`src/rtl/cpu_control_unit.sv`:
```
// cpu_control_unit
// Multi-cycle control FSM for the 16-bit core. Each instruction takes four
// cycles: FETCH, DECODE, EXECUTE and WRITEBACK. The unit fetches from a
// synchronous ROM, latches the word into IR and decodes the datapath controls
// from IR. Conditional branches use the Z/P flags captured at the end of the
// last ALU or MOVI writeback.
module cpu_control_unit #(
    parameter int ADDR_W   = 8,
    parameter int RESET_PC = 0
) (
    input  logic              clock,
    input  logic              reset,
    input  logic              start,
    output logic [ADDR_W-1:0] instr_addr,
    input  logic [15:0]       instr_data,
    output logic              rf_write,
    output logic [2:0]        rs_addr,
    output logic [2:0]        rt_addr,
    output logic [2:0]        rd_addr,
    output logic [15:0]       imm_data,
    output logic [3:0]        alu_sel,
    output logic              imm_sel,
    output logic              mem_write,
    output logic              mem_sel,
    input  logic              zero_flag,
    input  logic              pos_flag,
    output logic              halted,
    output logic [ADDR_W-1:0] pc
);

    typedef enum logic [2:0] {
        S_IDLE      = 3'd0,
        S_FETCH     = 3'd1,
        S_DECODE    = 3'd2,
        S_EXECUTE   = 3'd3,
        S_WRITEBACK = 3'd4,
        S_HALT      = 3'd5
    } state_t;

    localparam logic [4:0] OP_LD   = 5'b10000;
    localparam logic [4:0] OP_ST   = 5'b10001;
    localparam logic [4:0] OP_MOVI = 5'b10110;
    localparam logic [4:0] OP_BZ   = 5'b11000;
    localparam logic [4:0] OP_BP   = 5'b11001;
    localparam logic [4:0] OP_JMP  = 5'b11010;
    localparam logic [4:0] OP_HALT = 5'b11111;

    localparam logic [3:0]        ALU_PASS_B = 4'b1011;
    localparam logic [ADDR_W-1:0] PC_RST     = ADDR_W'(RESET_PC);

    state_t            state, state_nxt;
    logic [ADDR_W-1:0] pc_q, pc_nxt;
    logic [15:0]       ir_q, ir_nxt;
    logic              z_q, z_nxt;
    logic              p_q, p_nxt;

    logic [4:0] op;
    logic [7:0] imm8;
    logic       is_alu, is_movi, is_ld, is_st, is_bz, is_bp, is_jmp, is_halt;
    logic       br_taken;

    // Branch target: pc + 1 + sign-extended imm8, wrapping modulo 2^ADDR_W.
    function automatic logic [ADDR_W-1:0] branch_target(
        input logic [ADDR_W-1:0] cur,
        input logic [7:0]        off
    );
        logic signed [7:0] off_s;
        off_s = off;
        return cur + ADDR_W'(1) + ADDR_W'(off_s);
    endfunction

    // Jump target: imm8 zero-extended or truncated to the PC width.
    function automatic logic [ADDR_W-1:0] jump_target(input logic [7:0] imm);
        return ADDR_W'(imm);
    endfunction

    assign op   = ir_q[15:11];
    assign imm8 = ir_q[7:0];

    assign is_alu  = ~op[4];
    assign is_movi = (op == OP_MOVI);
    assign is_ld   = (op == OP_LD);
    assign is_st   = (op == OP_ST);
    assign is_bz   = (op == OP_BZ);
    assign is_bp   = (op == OP_BP);
    assign is_jmp  = (op == OP_JMP);
    assign is_halt = (op == OP_HALT);

    // Branches only ever look at the latched flags, never the live datapath flags.
    assign br_taken = (is_bz & z_q) | (is_bp & p_q);

    // Datapath controls are pure decodes of IR, so they stay constant from
    // EXECUTE through WRITEBACK (IR only changes at the end of DECODE).
    always_comb begin
        rs_addr  = ir_q[7:5];
        rt_addr  = ir_q[4:2];
        rd_addr  = ir_q[10:8];
        imm_data = {8'h00, imm8};
        imm_sel  = is_movi;
        mem_sel  = is_ld;
        alu_sel  = 4'b0000;
        if (is_movi) begin
            alu_sel = ALU_PASS_B;
        end else if (is_alu) begin
            alu_sel = op[3:0];
        end
    end

    // Next-state, PC/IR/flag updates and the writeback strobes.
    always_comb begin
        state_nxt = state;
        pc_nxt    = pc_q;
        ir_nxt    = ir_q;
        z_nxt     = z_q;
        p_nxt     = p_q;
        rf_write  = 1'b0;
        mem_write = 1'b0;
        case (state)
            S_IDLE: begin
                if (start) begin
                    state_nxt = S_FETCH;
                end
            end
            S_FETCH: begin
                state_nxt = S_DECODE;
            end
            S_DECODE: begin
                ir_nxt    = instr_data;
                state_nxt = S_EXECUTE;
            end
            S_EXECUTE: begin
                if (is_halt) begin
                    state_nxt = S_HALT;
                end else begin
                    state_nxt = S_WRITEBACK;
                    if (br_taken) begin
                        pc_nxt = branch_target(pc_q, imm8);
                    end else if (is_jmp) begin
                        pc_nxt = jump_target(imm8);
                    end else begin
                        pc_nxt = pc_q + ADDR_W'(1);
                    end
                end
            end
            S_WRITEBACK: begin
                rf_write  = is_alu | is_movi | is_ld;
                mem_write = is_st;
                if (is_alu | is_movi) begin
                    z_nxt = zero_flag;
                    p_nxt = pos_flag;
                end
                state_nxt = S_FETCH;
            end
            S_HALT: begin
                state_nxt = S_HALT;
            end
            default: begin
                state_nxt = S_IDLE;
            end
        endcase
    end

    // State, PC, IR and flag registers with synchronous active-high reset.
    always_ff @(posedge clock) begin
        if (reset) begin
            state <= S_IDLE;
            pc_q  <= PC_RST;
            ir_q  <= 16'h0000;
            z_q   <= 1'b0;
            p_q   <= 1'b0;
        end else begin
            state <= state_nxt;
            pc_q  <= pc_nxt;
            ir_q  <= ir_nxt;
            z_q   <= z_nxt;
            p_q   <= p_nxt;
        end
    end

    assign instr_addr = pc_q;
    assign pc         = pc_q;
    assign halted     = (state == S_HALT);

endmodule

```
`config.mk`:
```
export PLATFORM = sky130hd
export DESIGN_NAME = cpu_control_unit
export DESIGN_NICKNAME = d
export VERILOG_FILES = /design/src/rtl/cpu_control_unit.sv
export SDC_FILE = /design/constraint.sdc
export NUM_CORES = 1
export LEC_CHECK = 0
export CORE_MARGIN = 2
export CORE_UTILIZATION = 40
export DETAILED_ROUTE_END_ITERATION = 8
export HOLD_SLACK_MARGIN = 0.12
export PLACE_DENSITY = 0.75
export RECOVER_POWER = 25
export SETUP_SLACK_MARGIN = 0.3
export SLEW_MARGIN = 20
export SYNTH_ARGS = -nofsm -noshare
export SYNTH_HDL_FRONTEND = slang
export SYNTH_SLANG_ARGS = --single-unit
```
`constraint.sdc`:
```
create_clock -name clock -period 1.9 [get_ports clock]
set_input_delay 0.475 -clock clock [delete_from_list [all_inputs] [get_ports clock]]
set_output_delay 0.475 -clock clock [all_outputs]
set_load 0.01 [all_outputs]
```
==> results of run 1 <==
per-stage QoR:
| stage | utilization | TNS, ps |
|---|---|---|
| 5_1_grt | 0.684 | -1270 |
| 3_3_place_gp | 0.571 | -454 |
| 3_5_place_dp | 0.571 | -729 |
| 2_1_floorplan | - | -116 |
| 6_report | 0.684 | -1020 |
| 4_1_cts | 0.631 | -493 |
repair_timing:
action | 4_1_cts | 5_1_grt
setup buffers | 13 | 10
pin swaps | 17 | 24
resized for setup | 111 | 41
setup endpoints to repair | 49 | 19
cloned | 1 | 1
worst max-delay path: stages (launching register included):
cell and delay, ps:
dfxtp_4 400, ha_4 210, nand3_4 110, xnor2_4 230, ha_4 250, a21o_1 160, a21oi_2 120, o21ai_1 90
a21o_1 200, mux2i_1 130, a31oi_1 200
cells in the mapped netlist, drive strengths merged, types with 2 or more instances:
| master | instances | share of area |
|---|---|---|
| a211oi | 6 | 0.024 |
| a21o | 4 | 0.015 |
| a21oi | 25 | 0.061 |
| a31oi | 2 | 0.0061 |
| and3 | 6 | 0.021 |
| buf | 37 | 0.14 |
| clkbuf | 6 | 0.011 |
| dfxtp | 29 | 0.28 |
| ha | 9 | 0.055 |
| inv | 9 | 0.017 |
| mux2 | 3 | 0.018 |
| mux2i | 10 | 0.049 |
| nand2 | 40 | 0.073 |
| nand3 | 7 | 0.017 |
| nand4 | 2 | 0.021 |
| nor2 | 15 | 0.028 |
| nor3 | 5 | 0.015 |
| o21ai | 12 | 0.029 |
| o21bai | 2 | 0.0073 |
| or3 | 3 | 0.0092 |
| xnor2 | 9 | 0.039 |
| xor2 | 5 | 0.021 |
worst paths after layout:
kind                                endpoint  slack, ps  cells after the start                        from
setup reg to reg  instr_addr[7]$_SDFFE_PP0P_       -280                     10  instr_addr[0]$_SDFFE_PP0P_
hold / removal         ir_q[10]$_SDFFE_PP0P_        450                      2       ir_q[10]$_SDFFE_PP0P_
setup / recovery  instr_addr[7]$_SDFFE_PP0P_       -280                     10  instr_addr[0]$_SDFFE_PP0P_
hold reg to reg        ir_q[10]$_SDFFE_PP0P_        450                      2       ir_q[10]$_SDFFE_PP0P_
state kept, by name, summed over array words and instances, names as in the netlist:
| register | flops |
|---|---|
| instr_addr | 8 |
| ir_q | 16 |
| p_q | 1 |
| state | 3 |
| z_q | 1 |
power groups by stage:
| stage | registers [uW] | clock network, uW | logic [uW] |
|---|---|---|---|
| 2_1_floorplan | 709 | 0 | 281 |
| 3_3_place_gp | 697 | 0 | 483 |
| 3_5_place_dp | 699 | 0 | 494 |
| 4_1_cts | 690 | 550 | 511 |
| 5_1_grt | 702 | 580 | 645 |
| 6_report | 697 | 546 | 596 |
logic make-up after synthesis:
kind of cell,synth area share
flip-flops,0.284
other,0.00183
buffers and inverters,0.163
AO/OA/AOI/OAI,0.162
AND/OR/NAND/NOR,0.198
adder cells (fa/ha/maj),0.0649
XOR/XNOR,0.0600
multiplexers,0.0673
area by class of cell:
type | instances | area [um2]
fill | 397 | 1580
multi-input combinational | 184 | 1510
timing repair buffer | 126 | 1080
sequential | 29 | 614
tap | 70 | 87.6
clock buffer | 6 | 82.6
inverter | 9 | 36.3
clock inverter | 2 | 13.8
layer usage:
layer  wire (um)  global-route usage  vias up  share of wire
met4         298               0.123        0          0.043
met1        2910               0.285     1026           0.42
met2        3410               0.386      107           0.49
met5           0                   0        -              0
li1            -                   -     1034              -
met3         306              0.0582       29          0.044
==> results.md, run 1 <==
* Clock skew at 13.4 ps
* Diodes inserted at 0
* Site Rows at 26
* Kind of critical path: register to register
* Avg Inst Size Synth at 7.99 um2
* Post-synthesis cell count at 256
* Achievable Freq at 0.458 GHz
* TritonCTS sink count at 29
* Die ar. at 5700 um2
* WL/cell at 16.3 um
* Pin count of the biggest net entering global routing at 17
* Initial antenna violation count at 0
* Fin crit share at 1.15
* GP Congestion at 0.833
* Setup crit start kind: register
* Status: finished with violations
* Power per standard cell area at 537 nW/um2
* Final hold slack at 451 ps
* Core ar. at 5010 um2
* Setup violators final at 5
* Ports at 71
* Max Cap Viol at 0
* Slew HR at 0.632
* Crit path DAT at 2380 ps
* Clock power frac at 0.297
* Switching share of power at 0.325
* Share of cells above drive strength 1 at 0.438
* DRT Pass-1 Iters at 4
* 1st-iter DRT viols at 139
* TritonCTS clock tree: yes
* Register area share after synthesis at 0.284
* Max Root-Sink Buffers at 2
* Gr usage total at 0.235
* Hold WC Path Type: register to register
* Failing checks: negative setup slack
* Commonest non-fill, non-tap cells in the layout: buf_4 (49), nand2_1 (37), dlygate4sd2_1 (31)
* Synth cell types at 40
* Syn. warnings at 0
* Number of synthesized flops with an enable pin at 0
* First-pass GRT wire length at 10,100 um
* Peak supply drop at 476 uV
* Post-Place Worst Slack at -241 ps
* Mapped Area at 2040 um2
* Clock root cell: clkbuf_8
* Max-slew violation count at 0
* Worst-Margin Slew at 552 ps
* Vias per std cell at 5.15
* Post-route design area at 3430 um2
* Synth Flop Type: dfxtp_1
* Int Pwr at 1240 uW
* GR Overflow Total at 0
* Min cycle time layout at 2180 ps
* Port bufs at 62
* Initial core utilization at 0.408
* Crit-path max FO at 5
* Via count at 2,196
* DP HPWL at 4040 um
* Sw power at 597 uW
* DRC violations left at 0
* Fin cells at 426
* Vias in the first global route at 2,096
* ANT nets after route at 0
* Gate power share at 0.324
* DP Area at 2860 um2
* Final nets at 386
* Commonest non-fill, non-tap cell in the layout: buf_4
* Post-synthesis register bit count at 29
* Final hold viol count at 0
* DIE WIDTH at 75.5 um
* Async S/R FF share, synth at 0
* Static Leak at 0.00165 uW
* Overall Power at 1840 uW
* Critical path data required time at 2100 ps
* Area grow syn2layout at 67.6%
* Die Height at 75.5 um
* RSZ-0062 raised after global routing: yes
* Htree depth at 2
* Worst-path clk slew at 80 ps
* Placed Cells at 393
* Setup crit end kind: register
* Num CTS Buffers at 5
* Register share of total power at 0.379
* Final WS setup at -282 ps
* CTS Hold Bufs at 0
* Clock Latency Late Sink at 280 ps
* Final wirelength at 6930 um
Power figures use the tool's default switching activity.
==> inputs of run 2 (changes only) <==
Settings changed: CORE_ASPECT_RATIO set to 0.7.
==> results.md, run 2 (same netlist as run 1, synthesis figures left out) <==
* DIE WIDTH at 89.5 um
* Register Area at 606 um2
* Area grow syn2layout at 56.3%
* Setup crit end kind: register
* Ports at 71
* First-pass GRT wire length at 9380 um
* Multi-input logic area at 1400 um2
* Min cycle time layout at 2100 ps
* Final nets at 372
* Initial antenna violation count at 0
* DP HPWL at 4110 um
* Vias per std cell at 4.93
* Clock Latency Late Sink at 290 ps
* DP Area at 2850 um2
* Failing checks: negative setup slack
* ANT nets after route at 0
* Power per standard cell area at 559 nW/um2
* Max Cap Viol at 0
* Via count at 2,028
* Port bufs at 62
* Post-Place Worst Slack at -202 ps
* Setup crit start kind: register
* Biggest register: ir_q
* TritonCTS sink count at 29
* Diodes inserted at 0
* RSZ-0062 raised after global routing: yes
* Site Rows at 21
* DRC violations left at 0
* Status: finished with violations
* Final hold viol count at 0
* Fin crit share at 1.11
* Die Height at 63.8 um
* Pin count of the biggest net entering global routing at 22
* Commonest non-fill, non-tap cells in the layout: buf_4 (44), nand2_1 (38), dlygate4sd2_1 (27)
* Static Leak at 0.00156 uW
* Max-slew violation count at 0
* Final Core Density at 0.657
* Critical path data required time at 2070 ps
* Kind of critical path: register to register
* Worst-path clk slew at 70 ps
* Final wirelength at 6000 um
* Setup violators final at 5
* Achievable Freq at 0.476 GHz
* Share of cells above drive strength 1 at 0.389
* Gr usage total at 0.214
* TritonCTS clock tree: yes
* Htree depth at 2
* Post-route design area at 3200 um2
* Initial core utilization at 0.421
* Crit path DAT at 2270 ps
* Peak supply drop at 429 uV
* Crit-path max FO at 7
* Vias in the first global route at 1,927
* Final WS setup at -202 ps
* CTS Hold Bufs at 0
* Max FFs per register at 16
* Clock skew at 9.86 ps
* Clock root cell: clkbuf_8
* Max Root-Sink Buffers at 2
* Fillers at 405
* Commonest non-fill, non-tap cell in the layout: buf_4
* Die ar. at 5710 um2
* Core ar. at 4860 um2
* Slew HR at 0.616
* Hold WC Path Type: register to register
* GP Congestion at 0.854
* 1st-iter DRT viols at 92
* DRT Pass-1 Iters at 4
* Worst-Margin Slew at 576 ps
* Num CTS Buffers at 5
* WL/cell at 14.6 um
* GR Overflow Total at 0
==> run 2: cell types whose count changed in the layout (fill, tap and decap cells not counted), sizes merged <==
| cell | before | now |
|---|---|---|
| dlygate4sd2 | 31 | 27 |
| dlymetal6s2s | 0 | 2 |
| clkdlybuf4s25 | 2 | 0 |
| clkdlybuf4s15 | 0 | 2 |
| nand4 | 4 | 2 |
| buf | 72 | 62 |
==> run 2: critical path, cell delays in order, from the launching register on <==
cell and delay [ps]:
dfxtp_4 400, ha_4 180, nand3_4 100, xnor2_4 210
ha_4 230, a21o_1 170, a21oi_2 130, o21ai_1 100
a21o_1 210, mux2i_1 150, a31oi_1 90
==> run 2: metrics by stage <==
stage / setup TNS, ps / power [uW] / cells / hold WS, ps
floorplan: -116 / 990 / 263 / 437
global placement: -486 / 1180 / 391 / 449
detailed placement: -803 / 1190 / 391 / 452
CTS: -465 / 1760 / 410 / 463
global route: -1280 / 1870 / 411 / 474
finish: -612 / 1790 / 411 / 458
==> run 2: worst paths after layout <==
kind	from	end	slack, ps	cells after the start
worst max-delay path	instr_addr[0]$_SDFFE_PP0P_	instr_addr[7]$_SDFFE_PP0P_	-200	10
worst min-delay path	ir_q[8]$_SDFFE_PP0P_	ir_q[8]$_SDFFE_PP0P_	460	2
worst max register to register	instr_addr[0]$_SDFFE_PP0P_	instr_addr[7]$_SDFFE_PP0P_	-200	10
worst min register to register	ir_q[8]$_SDFFE_PP0P_	ir_q[8]$_SDFFE_PP0P_	460	2
==> run 2: metal layers <==
layer,track usage,up-vias,wire (um)
met1,0.300,933,2880
met5,0,-,0
met4,0.0709,0,127
met3,0.0517,16,362
met2,0.320,71,2630
li1,-,1008,-
==> run 2: area by class of cell <==
type                    instances  area share
clock buffers                   6      0.0258
inverters                       9      0.0114
flip-flops and latches         29       0.190
clock inverters                 2     0.00431
repair buffers                114       0.305
well taps                      69      0.0270
multi-input cells             182       0.437
==> run 2: repair_timing <==
item | in CTS | in global routing
pin swaps | 19 | 13
gates resized for setup | 113 | 23
setup buffers | 11 | 1
endpoints found under the setup margin | 50 | 21
==> run 2: power breakdown <==
group          total, uW  switching [uW]  leakage [uW]  internal, uW
Combinational        530             262       0.00126           269
Clock                555             262     0.0000512           293
Sequential           700            48.9      0.000244           651
Total               1790             573       0.00156          1210
